### config.mk
export PLATFORM = sky130hd
export DESIGN_NAME = lsu_mem_master
export DESIGN_NICKNAME = d
export VERILOG_FILES = /design/src/rtl/lsu_mem_master.sv
export SDC_FILE = /design/constraint.sdc
export NUM_CORES = 1
export LEC_CHECK = 0
export ABC_AREA = 1
export CORE_MARGIN = 1.5
export CORE_UTILIZATION = 52
export CTS_BUF_LIST = sky130_fd_sc_hd__clkbuf_8
export CTS_CLUSTER_DIAMETER = 50
export DETAILED_ROUTE_END_ITERATION = 16
export GPL_ROUTABILITY_DRIVEN = 0
export HOLD_SLACK_MARGIN = 0.15
export PLACE_DENSITY = 0.93
export SLEW_MARGIN = 20
export SYNTH_ARGS = -nofsm -noshare
export SYNTH_HDL_FRONTEND = slang
export SYNTH_SLANG_ARGS = --single-unit
export TNS_END_PERCENT = 1
### constraint.sdc
create_clock -name clock -period 2.8 [get_ports clock]
set_input_delay 0.56 -clock clock [delete_from_list [all_inputs] [get_ports clock]]
set_output_delay 0.56 -clock clock [all_outputs]
set_load 0.1 [all_outputs]
### src/rtl/lsu_mem_master.sv
// Purpose: load/store initiator between the execute stage and the data-memory port.
// Latency: response MEM_WAIT+1 cycles after the accept cycle (1 cycle for faulting requests).
// Backpressure: one access in flight; req_ready stays low until the response handshake completes.
module lsu_mem_master #(
  parameter int XLEN     = 32,
  parameter int MEM_WAIT = 1
) (
  input  logic            clock,
  input  logic            reset,
  input  logic            req_valid,
  output logic            req_ready,
  input  logic            req_wen,
  input  logic [2:0]      req_funct3,
  input  logic [XLEN-1:0] req_addr,
  input  logic [XLEN-1:0] req_wdata,
  output logic            resp_valid,
  input  logic            resp_ready,
  output logic [XLEN-1:0] resp_rdata,
  output logic            resp_err,
  output logic [XLEN-1:0] mem_addr,
  output logic            mem_ren,
  output logic            mem_wen,
  output logic [7:0]      mem_wmask,
  output logic [XLEN-1:0] mem_wdata,
  input  logic [XLEN-1:0] mem_rdata
);

  typedef enum logic [1:0] {IDLE, ACCESS, RESP} state_t;

  state_t          state_q;
  logic [3:0]      cnt_q;
  logic            store_q;
  logic [2:0]      funct3_q;
  logic [1:0]      off_q;
  logic            req_ready_q;
  logic            resp_valid_q;
  logic            resp_err_q;
  logic [XLEN-1:0] resp_rdata_q;
  logic [XLEN-1:0] mem_addr_q;
  logic            mem_ren_q;
  logic            mem_wen_q;
  logic [7:0]      mem_wmask_q;
  logic [XLEN-1:0] mem_wdata_q;

  logic [1:0]      req_off;
  logic            req_illegal;
  logic            req_misalign;
  logic            req_err;
  logic [3:0]      lane_mask;
  logic [XLEN-1:0] lane_wdata;
  logic [XLEN-1:0] rd_shifted;
  logic [XLEN-1:0] resp_rdata_d;

  assign req_off = req_addr[1:0];

  // Decode the incoming request: fault detection and store lane placement.
  always_comb begin
    // funct3[1:0]==11 is never legal; bit 2 is only legal on lb/lh (lbu/lhu).
    req_illegal  = (req_funct3[1:0] == 2'b11) ||
                   (req_funct3[2] && (req_wen || req_funct3[1]));
    req_misalign = ((req_funct3[1:0] == 2'b01) && req_off[0]) ||
                   ((req_funct3[1:0] == 2'b10) && (req_off != 2'b00));
    req_err      = req_illegal || req_misalign;
    lane_mask    = 4'hF;
    lane_wdata   = req_wdata;
    case (req_funct3[1:0])
      2'b00: begin
        lane_mask  = 4'b0001 << req_off;
        lane_wdata = {(XLEN/8){req_wdata[7:0]}};
      end
      2'b01: begin
        lane_mask  = 4'b0011 << req_off;
        lane_wdata = {(XLEN/16){req_wdata[15:0]}};
      end
      default: begin
        lane_mask  = 4'hF;
        lane_wdata = req_wdata;
      end
    endcase
  end

  // Extract and extend the addressed bytes of the returning memory word.
  always_comb begin
    rd_shifted   = mem_rdata >> {off_q, 3'b000};
    resp_rdata_d = rd_shifted;
    case (funct3_q)
      3'b000:  resp_rdata_d = {{(XLEN-8){rd_shifted[7]}}, rd_shifted[7:0]};
      3'b100:  resp_rdata_d = {{(XLEN-8){1'b0}}, rd_shifted[7:0]};
      3'b001:  resp_rdata_d = {{(XLEN-16){rd_shifted[15]}}, rd_shifted[15:0]};
      3'b101:  resp_rdata_d = {{(XLEN-16){1'b0}}, rd_shifted[15:0]};
      default: resp_rdata_d = rd_shifted;
    endcase
  end

  // Access sequencer with all handshake and memory outputs registered.
  always_ff @(posedge clock) begin
    if (!reset) begin
      state_q      <= IDLE;
      cnt_q        <= '0;
      store_q      <= 1'b0;
      funct3_q     <= '0;
      off_q        <= '0;
      req_ready_q  <= 1'b1;
      resp_valid_q <= 1'b0;
      resp_err_q   <= 1'b0;
      resp_rdata_q <= '0;
      mem_addr_q   <= '0;
      mem_ren_q    <= 1'b0;
      mem_wen_q    <= 1'b0;
      mem_wmask_q  <= '0;
      mem_wdata_q  <= '0;
    end else begin
      case (state_q)
        IDLE: begin
          if (req_valid) begin
            req_ready_q  <= 1'b0;
            store_q      <= req_wen;
            funct3_q     <= req_funct3;
            off_q        <= req_off;
            resp_rdata_q <= '0;
            if (req_err) begin
              state_q      <= RESP;
              resp_valid_q <= 1'b1;
              resp_err_q   <= 1'b1;
            end else begin
              state_q     <= ACCESS;
              resp_err_q  <= 1'b0;
              cnt_q       <= 4'(MEM_WAIT - 1);
              mem_addr_q  <= {req_addr[XLEN-1:2], 2'b00};
              mem_ren_q   <= !req_wen;
              // The memory commits every cycle wen is high, so the write
              // strobe only covers the last cycle of the access window.
              mem_wen_q   <= req_wen && (MEM_WAIT == 1);
              mem_wmask_q <= req_wen ? {4'b0000, lane_mask} : 8'h00;
              mem_wdata_q <= req_wen ? lane_wdata : '0;
            end
          end
        end
        ACCESS: begin
          if (cnt_q == 4'd0) begin
            state_q      <= RESP;
            resp_valid_q <= 1'b1;
            if (!store_q) resp_rdata_q <= resp_rdata_d;
            mem_addr_q   <= '0;
            mem_ren_q    <= 1'b0;
            mem_wen_q    <= 1'b0;
            mem_wmask_q  <= '0;
            mem_wdata_q  <= '0;
          end else begin
            cnt_q     <= cnt_q - 4'd1;
            mem_wen_q <= store_q && (cnt_q == 4'd1);
          end
        end
        RESP: begin
          if (resp_ready) begin
            state_q      <= IDLE;
            resp_valid_q <= 1'b0;
            req_ready_q  <= 1'b1;
          end
        end
        default: state_q <= IDLE;
      endcase
    end
  end

  assign req_ready  = req_ready_q;
  assign resp_valid = resp_valid_q;
  assign resp_err   = resp_err_q;
  assign resp_rdata = resp_rdata_q;
  assign mem_addr   = mem_addr_q;
  assign mem_ren    = mem_ren_q;
  assign mem_wen    = mem_wen_q;
  assign mem_wmask  = mem_wmask_q;
  assign mem_wdata  = mem_wdata_q;

endmodule

[After elaboration in Yosys (flattened, before gate mapping)]
Index checks and enable logic that the tools add are counted.
Cells by class
  add/sub/neg operators: 1
  equal/unequal tests: 16
  shift operators: 3
  muxes and demuxes: 46
  reductions and logical operators: 25
Operator list (count)
  2-to-1 mux 32 bit: 9
  case mux 32 bit (2 select lines): 4
  case mux 32 bit (4 select lines): 1
  right shift 32 x 5 -> 32 bit: 1
  2-to-1 mux 8 bit: 3
  2-to-1 mux 4 bit: 4
  case mux 4 bit (2 select lines): 2
  case mux 8 bit (2 select lines): 1
  != test 2 bit, second input constant: 7
  2-to-1 mux 1 bit: 13
  AND reduction 4 bit: 3
  AND reduction 3 bit: 3
  2-to-1 mux 2 bit: 4
  equality test 2 bit, second input constant: 3
  equality test 3 bit, second input constant: 2
  case mux 1 bit (2 select lines): 3
  case mux 2 bit (3 select lines): 1
  nonzero test 2 bit: 3
  AND reduction 5 bit: 1
  equality test 2 x 1 -> 1 bit, second input constant: 2
  equality test 4 x 1 -> 1 bit, second input constant: 1
  logical AND 1 bit: 4
  logical NOT 2 bit: 2
  logical NOT 4 bit: 1
  other kinds (10): 13
Storage, ports and cells
  register bits: 121
  input bits: 104
  output and inout port bits: 109

[Longest topological paths before layout]
  depth in word-level cells: 7
  gate-level depth with buffers: 12
  gate-level depth less buffers: 12

[Worst setup path after synthesis]
OpenSTA, ideal clock, no wires.
  kind: input-to-reg
  start point: in req_funct3[1]
  end point: reg mem_wdata_q[9] (netlist: mem_wdata[9])
  arrival: 1.557 ns
  required time: 2.687 ns
  path slack: 1.130 ns
  cell stages on the path: 11
  buffers on the path: 3
  path through: buf_4 -> nor2_8 -> nand2_2 -> nand2_1 -> nand2_1 -> nand3_2 -> buf_6 -> buf_6 -> nand2_1 -> nand2_1 -> nor2_1
On the way
  cells in the longest elaborated chain, start to end: 6
  elaborated cells between the ends (all ways): 18
RTL lines
  start: declaration: RTL line 13  | input logic [2:0] req_funct3,
  equality test 2 x 1 -> 1 bit, or another cell as far along: RTL line 61, 66
  case mux 32 bit (2 select lines), or another cell as far along: RTL line 66  | case (req_funct3[1:0])
  2-to-1 mux 32 bit, or another cell as far along: RTL line 135  | mem_wdata_q <= req_wen ? lane_wdata : '0;
  2-to-1 mux 32 bit / logical OR 1 bit (equally long branches): RTL line 121, 63
  2-to-1 mux 32 bit / != test 2 bit (equally long branches)
  case mux 32 bit (2 select lines) / AND reduction 4 bit (equally long branches)
  end signal: assignment: RTL line 135
  end: declaration: RTL line 43  | logic [XLEN-1:0] mem_wdata_q;
Parallel ways exist; a longest one is shown, timed or not. The select of a mux whose other input is x is not followed.
A chain may end at the register's enable or synchronous reset.

[Worst setup path in the final report]
  start point: reg state_q[1]
  end point: reg cnt_q[1]
On the way
  cells in the longest elaborated chain, start to end: 3
  elaborated cells between the ends (all ways): 8
RTL lines
  start: declaration: RTL line 30  | state_t state_q;
  start signal: assignment: RTL line 98  | state_q <= IDLE;
  start signal: assignment: RTL line 122  | state_q <= RESP;
  start signal: assignment: RTL line 126  | state_q <= ACCESS;
  equality test 2 x 1 -> 1 bit / logical NOT 2 bit (equally long branches): RTL line 113  | case (state_q)
  != test 2 bit (no line) / nonzero test 2 bit (equally long branches)
  AND reduction 4 bit (no line)
  end signal: assignment: RTL line 128  | cnt_q <= 4'(MEM_WAIT - 1);
  end signal: assignment: RTL line 150  | cnt_q <= cnt_q - 4'd1;
  end: declaration: RTL line 31  | logic [3:0] cnt_q;
Parallel ways exist; a longest one is shown, timed or not.

==> results.md <==
- Outcome: completed
- Period minus WS final: 2.12 ns
- CTS tree: done
- Nets@finish: 1,380
- Grt total ovfl: 0
- Max H-tree Level: 4
- Pre-CTS setup slack: 0.336 ns
- Top cells by area, synth: dfxtp_1 (36%), nand2_1 (21%), nor2_1 (11%)
- Wirelength per Cell: 13.0 um
- Synth async-reset ratio: 0
- Wirelength, routed: 18,900 um
- Num CTS Buffers: 17
- Syn_area_per_cell: 5.96 um^2
- Area grow syn2layout: 33.5%
- Clock transition at the registers of the reported paths: 0.07 ns
- Setup TNS: 0 ns
- FP Rows: 40
- CP Capture Type: register
- Syn Std Cell Area: 6480 um^2
- Worst slew margin: 0.594
- Pin count of the biggest net entering global routing: 38
- Setup ws final: 0.679 ns
- Worst Path Required: 3.12 ns
- Fillers: 986
- Final hold vios: 0
- Post-CTS setup repair buffer count: 0
- Register bit total from synthesis: 115
- CTS sink count: 115
- Max Slew Vio Count: 0
- Antenna diodes: 0
- Via/cell ratio: 4.93
- Least-Margin Pin Slew: 0.610 ns
- Initial core utilization: 0.535
- Chip Width: 115 um
- Detail Placement HPWL: 13,300 um
- Synth Instances: 1,088
- DRT iter0 DRCs: 714
- Drt pass-1 iters: 6
- Total number of vias: 7,148
- Root buffer cell: clkbuf_8
- Unique masters post-synth: 28
- Post-synth EDFFs: 0
- Cts hold-fix bufs: 0
- RSZ-0062 raised after global routing: false
- Share of post-route cells with drive strength above 1: 0.129
- DIE AREA: 13,200 um^2
- Clock Tree Buf Depth: 2
- DRC: 0
- Die height: 115 um
- MaxCap Viol Count: 0
- Resize count post-CTS: 0
- Vias in the first global route: 6,433
- Total track usage: 0.286
- Endpoints failing setup: 0
- Yosys top cell area share: 0.355
- CP Launch Type: register
- Hold Path Class: reg -> reg
- Setup CP Type: reg -> reg
- First-pass GRT wire length: 29,800 um
- Boundary Pins: 213
- CP arrival: 2.45 ns
- Skew-Pair Late Insertion Delay: 0.45 ns
- Most frequent cells in the layout: nand2_1 (358), nor2_1 (194), inv_1 (171)
- Max Fclk: 471 MHz
- Post-synth top area cell: dfxtp_1
- Most used DFF post-synth: dfxtp_1
- Most common cell after layout, fill and taps aside: nand2_1
- Core area: 12,100 um^2
- Peak fanout along the critical path: 18
- WHS Path Cells: 2
- Post-synthesis sequential area ratio: 0.355
- Tcrit/Tclk final: 0.758
- Clock skew: 0.00769 ns
- Ys Warns: 0
- Routed Antenna Nets: 0
- Initial antenna violation count: 0
- PortBufs: 206
- Worst Reg-to-Reg Cells: 12
[worst max-delay path: stages, from the launching register on]
cell and delay, ns:
dfxtp_1 0.33, inv_1 0.08, ha_1 0.27, inv_2 0.16, nand2_1 0.12, nand2_1 0.08, inv_2 0.17, buf_4 0.26
nand2_1 0.07, inv_1 0.11, nand2_1 0.12, o21ai_0 0.17, nor2_1 0.05
[metrics by stage]
| stage | utilization | std cells | area (um^2) | hold WS, ns |
|---|---|---|---|---|
| 3_5_place_dp | 0.685 | 1419 | 8300 | 0.456 |
| 5_1_grt | 0.715 | 1450 | 8660 | 0.489 |
| 4_1_cts | 0.715 | 1450 | 8660 | 0.466 |
| 6_report | 0.715 | 1450 | 8660 | 0.465 |
| 3_3_place_gp | 0.685 | 1419 | 8300 | 0.454 |
| 2_1_floorplan | - | 1093 | 6500 | 0.468 |
[cell type report]
cell class | instances | area, um^2 | area share
flip-flops and latches | 115 | 2300 | 0.266
clock inverters | 10 | 68.8 | 0.00795
multi-input cells | 737 | 3160 | 0.365
clock buffers | 21 | 289 | 0.0334
well taps | 168 | 210 | 0.0243
repair buffers | 226 | 1970 | 0.228
inverters | 173 | 649 | 0.0750
[cell usage after synthesis (3+ instances only)]
cell type    n
nand2_1    358
nor2_1     194
inv_1      166
dfxtp_1    115
a21oi_1     49
nand3_1     46
clkbuf_1    29
nand4_1     23
o21ai_0     21
o211ai_1    15
buf_2       13
buf_4       11
buf_6       11
ha_1         6
inv_2        6
buf_1        4
nor3_1       4
a211oi_1     3
nand2_2      3
nand3_2      3
[path summary, 6_finish.rpt]
kind	startpoint	endpoint	slack, ns
worst min-delay path	resp_rdata[9]$_SDFFE_PN0P_	resp_rdata[9]$_SDFFE_PN0P_	0.46
worst min register to register	resp_rdata[9]$_SDFFE_PN0P_	resp_rdata[9]$_SDFFE_PN0P_	0.46
worst max register to register	state_q[1]$_SDFFE_PN0P_	cnt_q[1]$_SDFFE_PN0P_	0.68
worst max-delay path	state_q[1]$_SDFFE_PN0P_	cnt_q[1]$_SDFFE_PN0P_	0.68
[kinds of logic after synthesis]
kind of cell,Yosys count,share of synthesized area
compound gates,89,0.0758
xor+xnor,1,0.00135
fa+ha+maj,6,0.0116
buf+inv,241,0.161
flops,115,0.355
other cells,1,0.000578
simple gates,635,0.395
[state kept, by name (all words and copies together), names as in the netlist]
name / cells
resp_rdata: 32
mem_wen: 1
resp_valid: 1
req_ready: 1
mem_ren: 1
resp_err: 1
mem_wmask: 4
funct3_q: 3
state_q: 2
off_q: 2
store_q: 1
cnt_q: 4
mem_wdata: 32
mem_addr: 30
[routing by layer]
metal	share of wire	vias to the layer above	track usage
met5	0	-	0
met4	0.030	0	0.115
met3	0.091	44	0.0805
met2	0.47	343	0.480
met1	0.41	3139	0.344
li1	-	3622	-
Power is left out: the tool's default activity adds up to more than one toggle a clock period on the data nets, which glitch-free logic cannot reach.
